==> src/rtl/link_receiver.sv <==
// Receive end of the two-player link: 8N1 UART deserialiser, link-frame decoder
// and a watchdog that flags a silent or broken peer on con_error.
module link_receiver #(
    parameter int CLK_FREQ       = 75_000_000,
    parameter int BAUD           = 115_200,
    parameter int TIMEOUT_CYCLES = 75_000_000
) (
    input  logic       clk,
    input  logic       rst,
    input  logic       rx,
    input  logic       link_en,
    output logic [1:0] dir2,
    output logic       rcvdir,
    output logic [5:0] seed_x,
    output logic [5:0] seed_y,
    output logic       seed_valid,
    output logic       start_game,
    output logic       con_error,
    output logic       frame_err
);

    localparam int CLKS_PER_BIT = CLK_FREQ / BAUD;
    localparam int CNT_W        = $clog2(CLKS_PER_BIT);
    localparam int WD_W         = $clog2(TIMEOUT_CYCLES + 1);

    localparam logic [CNT_W-1:0] HALF_LAST = CNT_W'(CLKS_PER_BIT / 2 - 1);
    localparam logic [CNT_W-1:0] BIT_LAST  = CNT_W'(CLKS_PER_BIT - 1);
    localparam logic [WD_W-1:0]  WD_LAST   = WD_W'(TIMEOUT_CYCLES - 1);
    localparam logic [WD_W-1:0]  WD_MAX    = WD_W'(TIMEOUT_CYCLES);

    typedef enum logic [1:0] {RX_IDLE, RX_START, RX_DATA, RX_STOP} rx_state_t;
    typedef enum logic       {DEC_HDR, DEC_WAIT_Y} dec_state_t;

    logic             rx_meta, rx_s;
    rx_state_t        rx_state;
    logic [CNT_W-1:0] clk_cnt;
    logic [2:0]       bit_cnt;
    logic [7:0]       shift_reg;
    logic             byte_valid;
    logic [7:0]       byte_data;

    dec_state_t       dec_state;
    logic [5:0]       pend_x;
    logic [WD_W-1:0]  wd_cnt;
    logic             frame_ok, proto_err;

    // Synchroniser resets to the idle-high line level so reset release is not a start edge.
    // NOTE: all clocked state uses non-blocking assignments so every flop samples pre-edge values.
    always_ff @(posedge clk or negedge rst) begin
        if (!rst) begin
            rx_meta <= 1'b1;
            rx_s    <= 1'b1;
        end else begin
            rx_meta <= rx;
            rx_s    <= rx_meta;
        end
    end

    always_ff @(posedge clk or negedge rst) begin
        if (!rst) begin
            rx_state   <= RX_IDLE;
            clk_cnt    <= '0;
            bit_cnt    <= '0;
            shift_reg  <= '0;
            byte_valid <= 1'b0;
            byte_data  <= '0;
            frame_err  <= 1'b0;
        end else begin
            byte_valid <= 1'b0;
            frame_err  <= 1'b0;
            case (rx_state)
                RX_IDLE: begin
                    if (!rx_s) begin
                        clk_cnt  <= '0;
                        bit_cnt  <= '0;
                        rx_state <= RX_START;
                    end
                end
                RX_START: begin
                    if (clk_cnt == HALF_LAST) begin
                        clk_cnt  <= '0;
                        rx_state <= rx_s ? RX_IDLE : RX_DATA;
                    end else begin
                        clk_cnt <= clk_cnt + 1'b1;
                    end
                end
                RX_DATA: begin
                    if (clk_cnt == BIT_LAST) begin
                        clk_cnt   <= '0;
                        shift_reg <= {rx_s, shift_reg[7:1]};
                        bit_cnt   <= bit_cnt + 1'b1;
                        if (bit_cnt == 3'd7) rx_state <= RX_STOP;
                    end else begin
                        clk_cnt <= clk_cnt + 1'b1;
                    end
                end
                RX_STOP: begin
                    if (clk_cnt == BIT_LAST) begin
                        clk_cnt  <= '0;
                        rx_state <= RX_IDLE;
                        if (rx_s) begin
                            byte_valid <= 1'b1;
                            byte_data  <= shift_reg;
                        end else begin
                            frame_err <= 1'b1;
                        end
                    end else begin
                        clk_cnt <= clk_cnt + 1'b1;
                    end
                end
                default: rx_state <= RX_IDLE;
            endcase
        end
    end

    // Classify the incoming byte: completes a valid frame, breaks the protocol, or neither.
    // NOTE: every always_comb output gets a default first so no latch is inferred.
    always_comb begin
        frame_ok  = 1'b0;
        proto_err = 1'b0;
        if (byte_valid) begin
            if (dec_state == DEC_WAIT_Y) begin
                if (byte_data[7:6] == 2'b11) frame_ok = 1'b1;
                else                         proto_err = 1'b1;
            end else begin
                case (byte_data[7:6])
                    2'b00: begin
                        if (byte_data[5:2] == 4'd0) frame_ok = 1'b1;
                        else                        proto_err = 1'b1;
                    end
                    2'b01: frame_ok = 1'b0;
                    2'b10: begin
                        if (byte_data[5:0] == 6'h2A) frame_ok = 1'b1;
                        else                         proto_err = 1'b1;
                    end
                    default: proto_err = 1'b1;
                endcase
            end
        end
    end

    always_ff @(posedge clk or negedge rst) begin
        if (!rst) begin
            dec_state  <= DEC_HDR;
            pend_x     <= '0;
            dir2       <= 2'd0;
            rcvdir     <= 1'b0;
            seed_x     <= '0;
            seed_y     <= '0;
            seed_valid <= 1'b0;
            start_game <= 1'b0;
            wd_cnt     <= '0;
            con_error  <= 1'b0;
        end else begin
            rcvdir     <= 1'b0;
            seed_valid <= 1'b0;
            start_game <= 1'b0;
            if (byte_valid) begin
                if (proto_err) begin
                    dec_state <= DEC_HDR;
                    pend_x    <= '0;
                end else if (dec_state == DEC_WAIT_Y) begin
                    seed_x     <= pend_x;
                    seed_y     <= byte_data[5:0];
                    seed_valid <= 1'b1;
                    pend_x     <= '0;
                    dec_state  <= DEC_HDR;
                end else begin
                    case (byte_data[7:6])
                        2'b00: begin
                            dir2   <= byte_data[1:0];
                            rcvdir <= 1'b1;
                        end
                        2'b01: begin
                            pend_x    <= byte_data[5:0];
                            dec_state <= DEC_WAIT_Y;
                        end
                        2'b10:   start_game <= 1'b1;
                        default: ;
                    endcase
                end
            end

            // A frame completing on the timeout cycle takes priority over the timeout.
            if (!link_en || frame_ok)  wd_cnt <= '0;
            else if (wd_cnt != WD_MAX) wd_cnt <= wd_cnt + 1'b1;

            if (frame_ok)                                    con_error <= 1'b0;
            else if (proto_err || (link_en && wd_cnt == WD_LAST)) con_error <= 1'b1;
        end
    end

endmodule

==> config.mk <==
export PLATFORM = sky130hd
export DESIGN_NAME = link_receiver
export DESIGN_NICKNAME = d
export VERILOG_FILES = /design/src/rtl/link_receiver.sv
export SDC_FILE = /design/constraint.sdc
export NUM_CORES = 1
export LEC_CHECK = 0
export ABC_AREA = 1
export CAP_MARGIN = 40
export CELL_PAD_IN_SITES_DETAIL_PLACEMENT = 0
export CELL_PAD_IN_SITES_GLOBAL_PLACEMENT = 1
export CORE_MARGIN = 5
export CORE_UTILIZATION = 41
export CTS_CLUSTER_DIAMETER = 30
export CTS_CLUSTER_SIZE = 25
export DETAILED_ROUTE_END_ITERATION = 7
export GPL_TIMING_DRIVEN = 0
export HOLD_SLACK_MARGIN = 0.05
export PLACE_DENSITY_LB_ADDON = 0.08
export SYNTH_ARGS = -nofsm -noshare
export SYNTH_HDL_FRONTEND = slang
export SYNTH_SLANG_ARGS = --single-unit
==> constraint.sdc <==
create_clock -name clk -period 1.6 [get_ports clk]
set_input_delay 0.48 -clock clk [delete_from_list [all_inputs] [get_ports clk]]
set_output_delay 0.48 -clock clk [all_outputs]
set_load 0.03 [all_outputs]
==> results.toml <==
[run_status]
status = "finished, violations left"
violations = "negative setup slack"

[grt]
grt_pass1_wl_um = 17400
overflow = 0
grt_pass1_vias = 3557
grt_start_max_net_pins = 61
antenna_found_initial = 0
grt_use_total_pct = 16.8

[route]
wl_per_cell_um = 13.8
drc_errors = 0
via_per_inst = 4.94
ant_nets = 0
dr.pass1.iters = 4
first_iter_violations = 217
routed_wl_um = 10300
vias = 3688

[synth]
synth_cell_types = 42
synth_common_cells = "nand2_1, dfrtp_1, inv_1, nor2_1, nand3_1"
synth_area_per_cell_um2 = 8.14
ys_seq_area_share_pct = 48.8
yosysWarnings = 0
synth_area_leaders = "dfrtp_1, nand2_1, inv_1"
syn_inst = 549
yosys.area.top_type = "dfrtp_1"
synth.top_cell.area_share_pct = 47.6
ys_ff_latch = 87
yosysMostFrequentCell = "nand2_1"
synthFlopType = "dfrtp_1"
synth_edf_count = 0
synth-async-reset-ratio_pct = 100
synth.cell_area_mm2 = 0.00447
synthesis.nets = 560

[finish]
largestRegisters = "wd_cnt x27, clk_cnt x10"
nNetsFinal = 613
syn_to_final_growth_pct = 24.3
drive_above_1_share_pct = 25.5
final_util_pct = 51.7
largest_reg_flops = 27
largest_register = "wd_cnt"
n_antenna_cell = 0

[floorplan]
io_pins = 23
rows = 38
fp.dieW_um = 114
core-area_mm2 = 0.0107
dieHeight_um = 114
dieArea_mm2 = 0.0131
initial_utilization_pct = 41.6

[cts]
cts_tree = "done"
htreeDepth = 3
clock-sinks = 87
root_buffer = "clkbuf_8"
clkTransAtPathRegs_ps = 90
clock_latency_ps = 380
numCtsBuffers = 9
clockBufferDepth = 2

[critical_path]
r2r-end = "byte_data[2]$_DFFE_PN0P_"
crit_path_max_fanout = 5
cp_slowest_cell = "dfrtp_2"
max_stage_delay_ps = 420
r2r_start = "clk_cnt[0]$_DFFE_PN0P_"
worstPathCellList = "inv_2 -> ha_4 -> nand4_1 -> nor4_4 -> buf_4 -> nand3_4 -> buf_8 -> nand2_2 -> o21ai_2"
cp-end-kind = "flip-flop"
criticalPathCategory = "reg -> reg"
start_kind = "flip-flop"
cp.required_ps = 1870
r2r_cells = 9
rrSetupSlack_ps = -30
cp.arrival_ps = 1900
startpoint = "clk_cnt[0]$_DFFE_PN0P_"

[sta]
period_needed_ps = 1630
slew_viol_final = 0
hold_viol = 0
finClkSkew_ps = 11.3
min_period_over_period_pct = 102
hold_slack_ps = 361
clock.fmax_mhz = 614
relSlewSlack_pct = 57.4
setup_tns_ps = -152
worst_slew_pin_slew_ps = 634
rsz0062_at_grt = "true"
setup_viol = 8
fin_ws_ps = -28.1

[run]
cap_violations = 0

[placement]
place_hpwl_um = 7240
gp_congestion = 0.819
io_buffers = 22

[min_path]
min_to = "rx_s$_DFF_PN1_"
hold_path.class = "reg -> reg"
hp-start = "rx_meta$_DFF_PN1_"
holdPathStages = 0

[power]
p_per_area_mw_per_mm2 = 736
irDropWorstVdd_v = 0.000658
p_leak_nw = 2.60
totalPowerFinal_mw = 4.08
## through the flow
step / area, um2 / instances / worst slack [ps]
floorplan: 4470 / 549 / 60.8
finish: 5550 / 747 / -28.1
global placement: 4860 / 711 / -3280
global route: 5550 / 747 / -136
CTS: 5330 / 738 / -135
detailed placement: 4890 / 712 / -193
## worst max path at each step
stage                                           to  slack [ps]  cells after the start
after CTS                 byte_data[1]$_DFFE_PN0P_        -130                      9
after global routing      byte_data[0]$_DFFE_PN0P_        -140                     10
final                     byte_data[2]$_DFFE_PN0P_         -30                      9
after floorplan           byte_data[6]$_DFFE_PN0P_          60                      8
after detailed placement     con_error$_DFFE_PN0P_        -190                      6
after global placement    shift_reg[2]$_DFFE_PN0P_       -3280                      1
## where the power goes
group	leakage, nW	switching [mW]	internal, mW
registers	1.19	0.0125	2.21
clock network	0.111	0.848	0.898
logic	1.30	0.0823	0.0367
## worst max-delay path, delay by kind of cell, from the launching register on
family | cells | cell delay, ps
buf+inv | 3 | 440
compound gates | 1 | 50
flops | 1 | 420
fa+ha+maj | 1 | 120
simple gates | 4 | 500
## layer usage
| layer | track usage [%] | wire [um] | up-vias |
|---|---|---|---|
| met1 | 22.1 | 4710 | 1762 |
| met2 | 27.0 | 5100 | 44 |
| li1 | - | - | 1872 |
| met3 | 5.23 | 403 | 10 |
| met4 | 4.28 | 114 | 0 |
| met5 | 0 | 0 | - |
## cell type report
type	instances	area (um2)
inverters	78	302
clock buffers	9	124
plain buffers	6	68.8
repair buffers	43	449
fillers	1045	5190
flip-flops and latches	87	2180
clock inverters	7	103
multi-input cells	377	2150
well taps	140	175
## layout by cell type, fill, tap and decap left out, drive strengths merged
| cell type | n |
|---|---|
| nand2 | 154 |
| dfrtp | 85 |
| inv | 79 |
| nor2 | 60 |
| nand3 | 49 |
| buf | 28 |
| o21ai | 25 |
| nor3 | 23 |
| clkdlybuf4s15 | 14 |
| clkbuf | 13 |
| nand4 | 12 |
| a21oi | 9 |
| xor2 | 8 |
| o22ai | 8 |
| ha | 7 |
| nor4 | 5 |
| nor3b | 4 |
| nand2b | 2 |
| clkinvlp | 2 |
| xnor2 | 2 |
| a211oi | 2 |
| bufinv | 2 |
| clkdlybuf4s50 | 2 |
| dfstp | 2 |
| clkinv | 2 |
| o21bai | 2 |
| a31oi | 1 |
| o31ai | 1 |
| and2 | 1 |
| nand3b | 1 |
| a21boi | 1 |
| dlygate4sd3 | 1 |
## logic make-up (layout without fill, tap and decap cells)
logic type / count (synthesis) / count (layout) / synth area share, %
simple gates: 311 / 311 / 31.9
flops: 87 / 87 / 48.8
buf+inv: 85 / 143 / 7.76
compound gates: 49 / 49 / 7.65
xor+xnor: 10 / 10 / 1.96
fa+ha+maj: 7 / 7 / 1.96
## timing repair
action                     CTS  global route
setup endpoints to repair   58            82
buffers inserted             8             8
pin swaps                    3            15
gates cloned                 2             1
hold buffers                 1             0
resized for setup           75            64
hold endpoints to repair    27             0
Power figures use the tool's default switching activity.
